File: src/rtl/color_round_ctrl_if.sv
// color_round_ctrl_if: bundles the game-FSM handshake and the renderer colour
// buses of the colour-match round controller.
// master = game FSM / renderer side, slave = color_round_ctrl.
interface color_round_ctrl_if #(
  parameter int SCORE_W = 8
);
  logic               start_round;
  logic               landed;
  logic [1:0]         landed_plat;
  logic               busy;
  logic               colors_valid;
  logic [2:0]         ball_color;
  logic [11:0]        plat_colors;
  logic               hit;
  logic               miss;
  logic [SCORE_W-1:0] score;
  logic [3:0]         streak;

  modport master (
    output start_round, landed, landed_plat,
    input  busy, colors_valid, ball_color, plat_colors, hit, miss, score, streak
  );

  modport slave (
    input  start_round, landed, landed_plat,
    output busy, colors_valid, ball_color, plat_colors, hit, miss, score, streak
  );
endinterface

File: src/rtl/color_round_ctrl.sv
// color_round_ctrl: sequences one round of the colour-match mechanic.
// A 16-bit Galois LFSR supplies a non-black ball colour and three non-black
// decoys (one draw per cycle), the ball is dropped onto a random slot, and the
// landing is judged as hit or miss with a saturating score and streak.
// Optional build macro DISTINCT_DECOYS_EN: decoys must also differ from each
// other, so all four platform slots end up pairwise distinct.
module color_round_ctrl #(
  parameter logic [15:0] LFSR_SEED = 16'hACE1,
  parameter int          MAX_DRAWS = 4,
  parameter int          SCORE_W   = 8
) (
  input logic               clk,
  input logic               reset,
  color_round_ctrl_if.slave bus
);

  localparam logic [1:0] S_IDLE  = 2'd0;
  localparam logic [1:0] S_GEN   = 2'd1;
  localparam logic [1:0] S_PLACE = 2'd2;
  localparam logic [1:0] S_READY = 2'd3;

  // A zero seed would freeze the LFSR at zero, so it is swapped for the default.
  localparam logic [15:0]        SEED_EFF    = (LFSR_SEED == 16'h0000) ? 16'hACE1 : LFSR_SEED;
  localparam logic [3:0]         MAX_DRAWS_C = 4'(MAX_DRAWS);
  localparam logic [SCORE_W-1:0] SCORE_MAX   = {SCORE_W{1'b1}};

  logic [1:0]         state_q, state_d;
  logic [15:0]        lfsr_q, lfsr_d;
  logic [1:0]         idx_q, idx_d;
  logic [3:0]         rej_q, rej_d;
  logic [2:0]         draw_ball_q, draw_ball_d;
  logic [2:0][2:0]    decoy_q, decoy_d;
  logic [2:0]         ball_color_q, ball_color_d;
  logic [3:0][2:0]    plat_colors_q, plat_colors_d;
  logic               hit_q, hit_d;
  logic               miss_q, miss_d;
  logic [SCORE_W-1:0] score_q, score_d;
  logic [3:0]         streak_q, streak_d;

  logic [15:0]        lfsr_step;
  logic [2:0]         d_draw;
  logic               draw_ok;
  logic [2:0]         fallback;
  logic [3:0][2:0]    placed;
  logic               store;
  logic [2:0]         store_val;
`ifdef DISTINCT_DECOYS_EN
  logic [2:0]         cand;
  logic               cand_used;
  logic               found;
`endif

  // Colour successor (c % 7) + 1, walking 1..7 cyclically.
  function automatic logic [2:0] next_col(input logic [2:0] c);
    return (c == 3'd7) ? 3'd1 : c + 3'd1;
  endfunction

  assign lfsr_step = {1'b0, lfsr_q[15:1]} ^ (lfsr_q[0] ? 16'hB400 : 16'h0000);
  assign d_draw    = lfsr_q[2:0];

  // Decide whether the current draw may fill the slot being generated.
  always_comb begin
    draw_ok = 1'b0;
    if (d_draw != 3'd0) begin
      if (idx_q == 2'd0) begin
        draw_ok = 1'b1;
      end else begin
        draw_ok = (d_draw != draw_ball_q);
`ifdef DISTINCT_DECOYS_EN
        if ((idx_q >= 2'd2) && (d_draw == decoy_q[0])) draw_ok = 1'b0;
        if ((idx_q == 2'd3) && (d_draw == decoy_q[1])) draw_ok = 1'b0;
`endif
      end
    end
  end

  // Colour forced in when too many draws in a row were rejected.
  always_comb begin
    fallback = 3'd7;
`ifdef DISTINCT_DECOYS_EN
    cand      = next_col(draw_ball_q);
    cand_used = 1'b0;
    found     = 1'b0;
`endif
    if (idx_q != 2'd0) begin
`ifdef DISTINCT_DECOYS_EN
      for (int n = 0; n < 6; n++) begin
        cand_used = (cand == draw_ball_q) ||
                    ((idx_q >= 2'd2) && (cand == decoy_q[0])) ||
                    ((idx_q == 2'd3) && (cand == decoy_q[1]));
        if (!found && !cand_used) begin
          fallback = cand;
          found    = 1'b1;
        end
        cand = next_col(cand);
      end
`else
      fallback = next_col(draw_ball_q);
`endif
    end
  end

  // Ball goes to slot lfsr[1:0]; decoys fill the other slots in ascending order.
  always_comb begin
    case (lfsr_q[1:0])
      2'd0:    placed = {decoy_q[2], decoy_q[1], decoy_q[0], draw_ball_q};
      2'd1:    placed = {decoy_q[2], decoy_q[1], draw_ball_q, decoy_q[0]};
      2'd2:    placed = {decoy_q[2], draw_ball_q, decoy_q[1], decoy_q[0]};
      default: placed = {draw_ball_q, decoy_q[2], decoy_q[1], decoy_q[0]};
    endcase
  end

  // Round sequencing: draw, place, wait for the landing, then score it.
  always_comb begin
    state_d       = state_q;
    lfsr_d        = lfsr_q;
    idx_d         = idx_q;
    rej_d         = rej_q;
    draw_ball_d   = draw_ball_q;
    decoy_d       = decoy_q;
    ball_color_d  = ball_color_q;
    plat_colors_d = plat_colors_q;
    hit_d         = 1'b0;
    miss_d        = 1'b0;
    score_d       = score_q;
    streak_d      = streak_q;
    store         = 1'b0;
    store_val     = d_draw;

    case (state_q)
      S_IDLE: begin
        idx_d = 2'd0;
        rej_d = 4'd0;
        if (bus.start_round) state_d = S_GEN;
      end

      S_GEN: begin
        lfsr_d = lfsr_step;
        if (draw_ok) begin
          store = 1'b1;
        end else if ((rej_q + 4'd1) == MAX_DRAWS_C) begin
          store     = 1'b1;
          store_val = fallback;
        end else begin
          rej_d = rej_q + 4'd1;
        end
        if (store) begin
          rej_d = 4'd0;
          idx_d = idx_q + 2'd1;
          case (idx_q)
            2'd0:    draw_ball_d = store_val;
            2'd1:    decoy_d[0]  = store_val;
            2'd2:    decoy_d[1]  = store_val;
            default: decoy_d[2]  = store_val;
          endcase
          if (idx_q == 2'd3) state_d = S_PLACE;
        end
      end

      S_PLACE: begin
        lfsr_d        = lfsr_step;
        ball_color_d  = draw_ball_q;
        plat_colors_d = placed;
        state_d       = S_READY;
      end

      S_READY: begin
        if (bus.landed) begin
          state_d = S_IDLE;
          if (plat_colors_q[bus.landed_plat] == ball_color_q) begin
            hit_d = 1'b1;
            if (score_q != SCORE_MAX) score_d = score_q + SCORE_W'(1);
            if (streak_q != 4'hF) streak_d = streak_q + 4'd1;
          end else begin
            miss_d   = 1'b1;
            streak_d = 4'd0;
          end
        end
      end

      default: state_d = S_IDLE;
    endcase
  end

  // State registers with synchronous reset; reset aborts any round in flight.
  always_ff @(posedge clk) begin
    if (reset) begin
      state_q       <= S_IDLE;
      lfsr_q        <= SEED_EFF;
      idx_q         <= 2'd0;
      rej_q         <= 4'd0;
      draw_ball_q   <= 3'd0;
      decoy_q       <= '0;
      ball_color_q  <= 3'd0;
      plat_colors_q <= '0;
      hit_q         <= 1'b0;
      miss_q        <= 1'b0;
      score_q       <= '0;
      streak_q      <= 4'd0;
    end else begin
      state_q       <= state_d;
      lfsr_q        <= lfsr_d;
      idx_q         <= idx_d;
      rej_q         <= rej_d;
      draw_ball_q   <= draw_ball_d;
      decoy_q       <= decoy_d;
      ball_color_q  <= ball_color_d;
      plat_colors_q <= plat_colors_d;
      hit_q         <= hit_d;
      miss_q        <= miss_d;
      score_q       <= score_d;
      streak_q      <= streak_d;
    end
  end

  assign bus.busy         = (state_q == S_GEN) || (state_q == S_PLACE);
  assign bus.colors_valid = (state_q == S_READY);
  assign bus.ball_color   = ball_color_q;
  assign bus.plat_colors  = plat_colors_q;
  assign bus.hit          = hit_q;
  assign bus.miss         = miss_q;
  assign bus.score        = score_q;
  assign bus.streak       = streak_q;

endmodule
File: src/flat_wrapper.sv
// flat-port wrapper written by rule: the top's interface ports become plain ports
module color_round_ctrl_flat 
#(
  parameter logic [15:0] LFSR_SEED = 16'hACE1,
  parameter int          MAX_DRAWS = 4,
  parameter int          SCORE_W   = 8
)
  (clk, reset, bus_start_round, bus_landed, bus_landed_plat, bus_busy, bus_colors_valid, bus_ball_color, bus_plat_colors, bus_hit, bus_miss, bus_score, bus_streak);
  color_round_ctrl_if #(.SCORE_W(SCORE_W)) bus_i ();
  input logic clk;
  input logic reset;
  input wire logic [$bits(bus_i.start_round)-1:0] bus_start_round;
  input wire logic [$bits(bus_i.landed)-1:0] bus_landed;
  input wire logic [$bits(bus_i.landed_plat)-1:0] bus_landed_plat;
  output wire logic [$bits(bus_i.busy)-1:0] bus_busy;
  output wire logic [$bits(bus_i.colors_valid)-1:0] bus_colors_valid;
  output wire logic [$bits(bus_i.ball_color)-1:0] bus_ball_color;
  output wire logic [$bits(bus_i.plat_colors)-1:0] bus_plat_colors;
  output wire logic [$bits(bus_i.hit)-1:0] bus_hit;
  output wire logic [$bits(bus_i.miss)-1:0] bus_miss;
  output wire logic [$bits(bus_i.score)-1:0] bus_score;
  output wire logic [$bits(bus_i.streak)-1:0] bus_streak;
  assign bus_i.start_round = bus_start_round;
  assign bus_i.landed = bus_landed;
  assign bus_i.landed_plat = bus_landed_plat;
  assign bus_busy = bus_i.busy;
  assign bus_colors_valid = bus_i.colors_valid;
  assign bus_ball_color = bus_i.ball_color;
  assign bus_plat_colors = bus_i.plat_colors;
  assign bus_hit = bus_i.hit;
  assign bus_miss = bus_i.miss;
  assign bus_score = bus_i.score;
  assign bus_streak = bus_i.streak;
  color_round_ctrl #(.LFSR_SEED(LFSR_SEED), .MAX_DRAWS(MAX_DRAWS), .SCORE_W(SCORE_W)) u_core (.clk(clk), .reset(reset), .bus(bus_i));
endmodule
File: config.mk
export PLATFORM = sky130hd
export DESIGN_NAME = color_round_ctrl_flat
export DESIGN_NICKNAME = d
export VERILOG_FILES = /design/src/rtl/color_round_ctrl_if.sv /design/src/rtl/color_round_ctrl.sv /design/src/flat_wrapper.sv
export SDC_FILE = /design/constraint.sdc
export NUM_CORES = 1
export LEC_CHECK = 0
export BUFFER_PORTS_ARGS = -buffer_cell sky130_fd_sc_hd__clkbuf_2
export CAP_MARGIN = 25
export CELL_PAD_IN_SITES_DETAIL_PLACEMENT = 0
export CELL_PAD_IN_SITES_GLOBAL_PLACEMENT = 2
export CORE_ASPECT_RATIO = 0.9
export CORE_MARGIN = 10
export CORE_UTILIZATION = 39
export CTS_BUF_LIST = sky130_fd_sc_hd__clkbuf_4 sky130_fd_sc_hd__clkbuf_8
export DETAILED_ROUTE_END_ITERATION = 7
export GPL_TIMING_DRIVEN = 0
export HOLD_SLACK_MARGIN = 0.02
export PLACE_DENSITY = 0.87
export SYNTH_ARGS = -nofsm -noshare
export SYNTH_HDL_FRONTEND = slang
export SYNTH_SLANG_ARGS = --single-unit
File: constraint.sdc
create_clock -name clk -period 4.7 [get_ports clk]
set_input_delay 0.705 -clock clk [delete_from_list [all_inputs] [get_ports clk]]
set_output_delay 0.705 -clock clk [all_outputs]
set_load 0.02 [all_outputs]
# == Word-level counts from Yosys, hierarchy flattened ==
# Index checks and enable logic that the tools add are counted.
# word_totals
reg_bits,65
elab_cells,95
# op_classes
addsub,5
n_lt_le_gt_ge,1
eq_ne,21
n_mux,28
n_bitwise,4
n_reduce_logical,19
# op_table
operator,n
12-bit case mux with 3 select lines,1
4-bit 2-to-1 mux,5
3-bit AND reduction,6
16-bit 2-to-1 mux,1
15-bit by 16-bit bitwise XOR with 16-bit output,1
3-bit 2-to-1 mux,5
2-bit equality test (second input constant),5
2-bit 2-to-1 mux,5
4-bit by 1-bit adder with 4-bit output (second input constant),2
8-bit by 1-bit adder with 8-bit output (second input constant),1
2-bit inequality test (second input constant),4
8-bit inequality test (second input constant),1
2-bit case mux with 4 select lines,1
4-bit case mux with 2 select lines,1
4-bit AND reduction,2
1-bit 2-to-1 mux,7
3-bit binary-select mux with 2-bit select,1
2-bit by 1-bit equality test with 1-bit output (second input constant),3
2-bit logical NOT,3
3-bit inequality test (second input constant),2
3-bit OR reduction,2
4-bit by 3-bit equality test with 1-bit output (second input constant),1
4-bit inequality test (second input constant),1
2-bit case mux with 2 select lines,1
13 further kinds,16

# == Logic depth before layout (Yosys ltp) ==
# logic_depth
ltp_word,7
ltp_mapped,7
ltp_nobuf,7

# == Worst setup path before layout ==
# No wires, ideal clock.
# synth_path
kind,input -> register
start,in bus_landed_plat[1]
end,"reg u_core.score_q[5], in the netlist u_core.bus.score[5]"
arrival_ps,2422
t_required_ps,4579
setup_slack_ps,2158
stages,7
n_path_buf,1
cell_sequence,buf_6 -> mux2i_1 -> mux2_4 -> o221a_4 -> or3_4 -> nor2_1 -> mux2_2
# synth_between
elab_chain_len,4
# synth_rtl
element,line_no,text
start: declaration,flat_wrapper.sv:14,input wire logic [$bits(bus_i.landed_plat)-1:0] bus_landed_plat;
3-bit binary-select mux with 2-bit select,color_round_ctrl.sv:170,if (plat_colors_q[bus.landed_plat] == ball_color_q) begin
3-bit 2-to-1 mux (implied by the code),color_round_ctrl.sv:170,
3-bit equality test,color_round_ctrl.sv:170,
4-bit AND reduction (no source line),n/a,
end signal: assignment,color_round_ctrl.sv:211,score_q <= score_d;
end: declaration,color_round_ctrl.sv:37,"logic [SCORE_W-1:0] score_q, score_d;"
# No other way between the ends. The select of a mux whose other input is x is not followed.
# A chain may end at the register's enable or synchronous reset.

# == Worst setup path after layout ==
# layout_path
start,reg u_core.idx_q[0]
end,reg u_core.draw_ball_q[0]
# layout_between
elab_chain_len,6
word_cells_on_any_way,10
# layout_rtl
element,line_no,text
start: declaration,color_round_ctrl.sv:29,"logic [1:0] idx_q, idx_d;"
start signal: assignment,color_round_ctrl.sv:203,idx_q <= idx_d;
2-bit logical NOT,"color_round_ctrl.sv:65, color_round_ctrl.sv:150",
1-bit 2-to-1 mux,color_round_ctrl.sv:65,if (idx_q == 2'd0) begin
1-bit 2-to-1 mux,color_round_ctrl.sv:64,if (d_draw != 3'd0) begin
1-bit 2-to-1 mux,color_round_ctrl.sv:139,if (draw_ok) begin
1-bit 2-to-1 mux,color_round_ctrl.sv:130,case (state_q)
3-bit AND reduction (no source line),n/a,
end signal: assignment,color_round_ctrl.sv:205,draw_ball_q <= draw_ball_d;
end: declaration,color_round_ctrl.sv:31,"logic [2:0] draw_ball_q, draw_ball_d;"
# Several ways; a longest one is shown, not always the timed one. The select of a mux whose other input is x is not followed.

==> flow_metrics.tcl <==
set metrics [dict create \
    outcome "finished, final reports clean" \
    max_clock_freq_ghz 0.400 \
    clock-sinks 65 \
    antenna_cells 0 \
    hp-class "reg2reg" \
    ys_seq_area_share_pct 40.1 \
    cp-end-kind "flip-flop" \
    ys_ff_latch 65 \
    track_usage_pct 14.3 \
    yosysTopAreaCell "dfxtp_1" \
    fin_ws_ns 2.20 \
    synth.avg_cell_area_um2 8.52 \
    yosysMostFrequentCell "dfxtp_1" \
    power_density_nw_per_um2 515 \
    final_cells 531 \
    finalMaxSlewViolations 0 \
    gp_congestion 0.773 \
    crit_start "u_core.idx_q[0]" \
    cts_buffers 9 \
    wl_um 8680 \
    grt_pass1_vias 2651 \
    final.min_clock_period_ns 2.50 \
    insertion_delay_ns 0.35 \
    clock_skew_ns 0.0130 \
    critPathLaunchType "flip-flop" \
    ff2ff_path_depth 7 \
    netlist_area_um2 3240 \
    grt_max_degree 12 \
    ys_warn_count 0 \
    ant_nets 0 \
    antenna_found_initial 0 \
    dp.final_hpwl_um 6430 \
    path_clk_slew_ns 0.07 \
    final_area_um2 3760 \
    dp.cells 515 \
    die_area_um2 12400 \
    setup_viol 0 \
    io_pins 37 \
    synthArstFlopShare_pct 0 \
    cp.arrival_ns 2.77 \
    rows 31 \
    ys_top_cells_by_count "dfxtp_1, nor2_1, nand2_1, mux2i_1, o21ai_0" \
    h-tree-depth 3 \
    tritoncts "built" \
    area_growth_pct 15.9 \
    ctsResizeCount 0 \
    via_count 2776 \
    cts-root-buf "clkbuf_8" \
    r2r-start "u_core.idx_q[0]" \
    hold_violations 0 \
    ys_top_cells_by_area "dfxtp_1, mux2i_1, nor2_1" \
    wl_per_cell_um 16.3 \
    slew_headroom_pct 40.9 \
    die_w_um 116 \
    required_ns 4.97 \
    grt_pass1_wl_um 14000 \
    yosys.area.top_type_share_pct 40.1 \
    finalPower_w 0.00194 \
    syn_nets 401 \
    min_period_over_period_pct 53.2 \
    portBuffers 35 \
    min_from "u_core.lfsr_q[15]" \
    maxCapViolCount 0 \
    ys.flop_type "dfxtp_1" \
    coreArea_um2 8070 \
    die_h_um 107 \
    drive_gt1_share_pct 14.8 \
    leakage_nw 1.54 \
    initial_core_util_pct 40.2 \
    ys_types 41 \
    cts_hold_buf 0 \
    rsz0062_at_grt "no" \
    tightestPinTransition_ns 0.873 \
    viasPerCell 5.23 \
    critPathKind "reg2reg" \
    firstDrtPassIters 4 \
    tns_ns 0 \
    pre_cts_slack_ns 1.91 \
    grt_overflow 0 \
    cp_max_fo 10 \
    cts_setup_buffers 0 \
    worstHoldPathCells 2 \
    synthCells 381 \
    drt-initial-drc-count 143 \
    vdd_ir_drop_max_v 0.000215 \
    clockBufferDepth 2 \
    dpl_cell_area_um2 3540 \
    fin_nets 447 \
    drc_errors 0 \
    synth_edf_count 0 \
]
-- path summary, 6_finish.rpt --
check / endpoint / slack (ns)
hold / removal: u_core.lfsr_q[15] / 0.47
setup / recovery: u_core.draw_ball_q[0] / 2.20
hold reg to reg: u_core.lfsr_q[15] / 0.47
setup reg to reg: u_core.draw_ball_q[0] / 2.20
-- metrics by stage --
| stage | hold slack [ns] | util, % |
|---|---|---|
| finish | 0.472 | 46.6 |
| global placement | 0.454 | 43.9 |
| CTS | 0.481 | 46.6 |
| global route | 0.513 | 46.6 |
| detailed placement | 0.464 | 43.9 |
| floorplan | 0.441 | - |
-- layer usage --
layer	GRT usage (%)	part of all wire [%]
met5	0	0
met4	4.29	0.69
met3	3.93	5.2
met2	22.6	45
met1	18.4	49
-- kinds of logic (layout without fill, tap and decap cells) --
logic type	Yosys count	after routing	synth area share (%)
XOR/XNOR	7	7	1.89
AND/OR/NAND/NOR	139	139	19.2
flip-flops	65	65	40.1
adder cells (fa/ha/maj)	14	14	5.40
AO/OA/AOI/OAI	75	75	14.2
multiplexers	45	45	14.8
buffers and inverters	36	87	4.40
-- area by class of cell --
| type | count | area (µm²) |
|---|---|---|
| buffer | 20 | 82.6 |
| clock buffer | 12 | 165 |
| clock inverter | 4 | 50.0 |
| fill | 837 | 4310 |
| inverter | 16 | 60.1 |
| multi-input combinational | 280 | 1800 |
| sequential | 65 | 1300 |
| tap | 99 | 124 |
| timing repair buffer | 35 | 175 |
-- sequential cells by signal, indices dropped and copies added (netlist names) --
register,cells
u_core.bus.ball_color,3
u_core.bus.hit,1
u_core.bus.miss,1
u_core.bus.plat_colors,12
u_core.bus.score,8
u_core.bus.streak,4
u_core.decoy_q,9
u_core.draw_ball_q,3
u_core.idx_q,2
u_core.lfsr_q,16
u_core.rej_q,4
u_core.state_q,2
-- cells in the final DEF, fill, tap and decap left out, types with 6 or more instances in the layout --
master and count:
nand2_1 46, nor2_1 52, ha_1 14, nand3_1 9
dfxtp_1 65, a21oi_1 25, clkbuf_2 35, a311oi_1 6
o21ai_0 30, clkbuf_8 12, mux2_2 6, mux2i_1 37
inv_1 16, clkbuf_1 15
-- worst max-delay path: stages (launching register included) --
cell and delay (ns):
dfxtp_1 0.47, inv_1 0.10, ha_1 0.30, o41ai_2 0.47, o311a_1 0.43, clkbuf_1 0.33
o21ai_0 0.14, a21oi_1 0.17
-- where the power goes --
part | switching, W | internal [W] | leakage (nW)
Sequential | 0.0000694 | 0.000635 | 0.527
Clock | 0.000225 | 0.000287 | 0.105
Combinational | 0.000446 | 0.000273 | 0.907
Total | 0.000741 | 0.00120 | 1.54
Note: power is estimated with default switching activity, not from simulation.
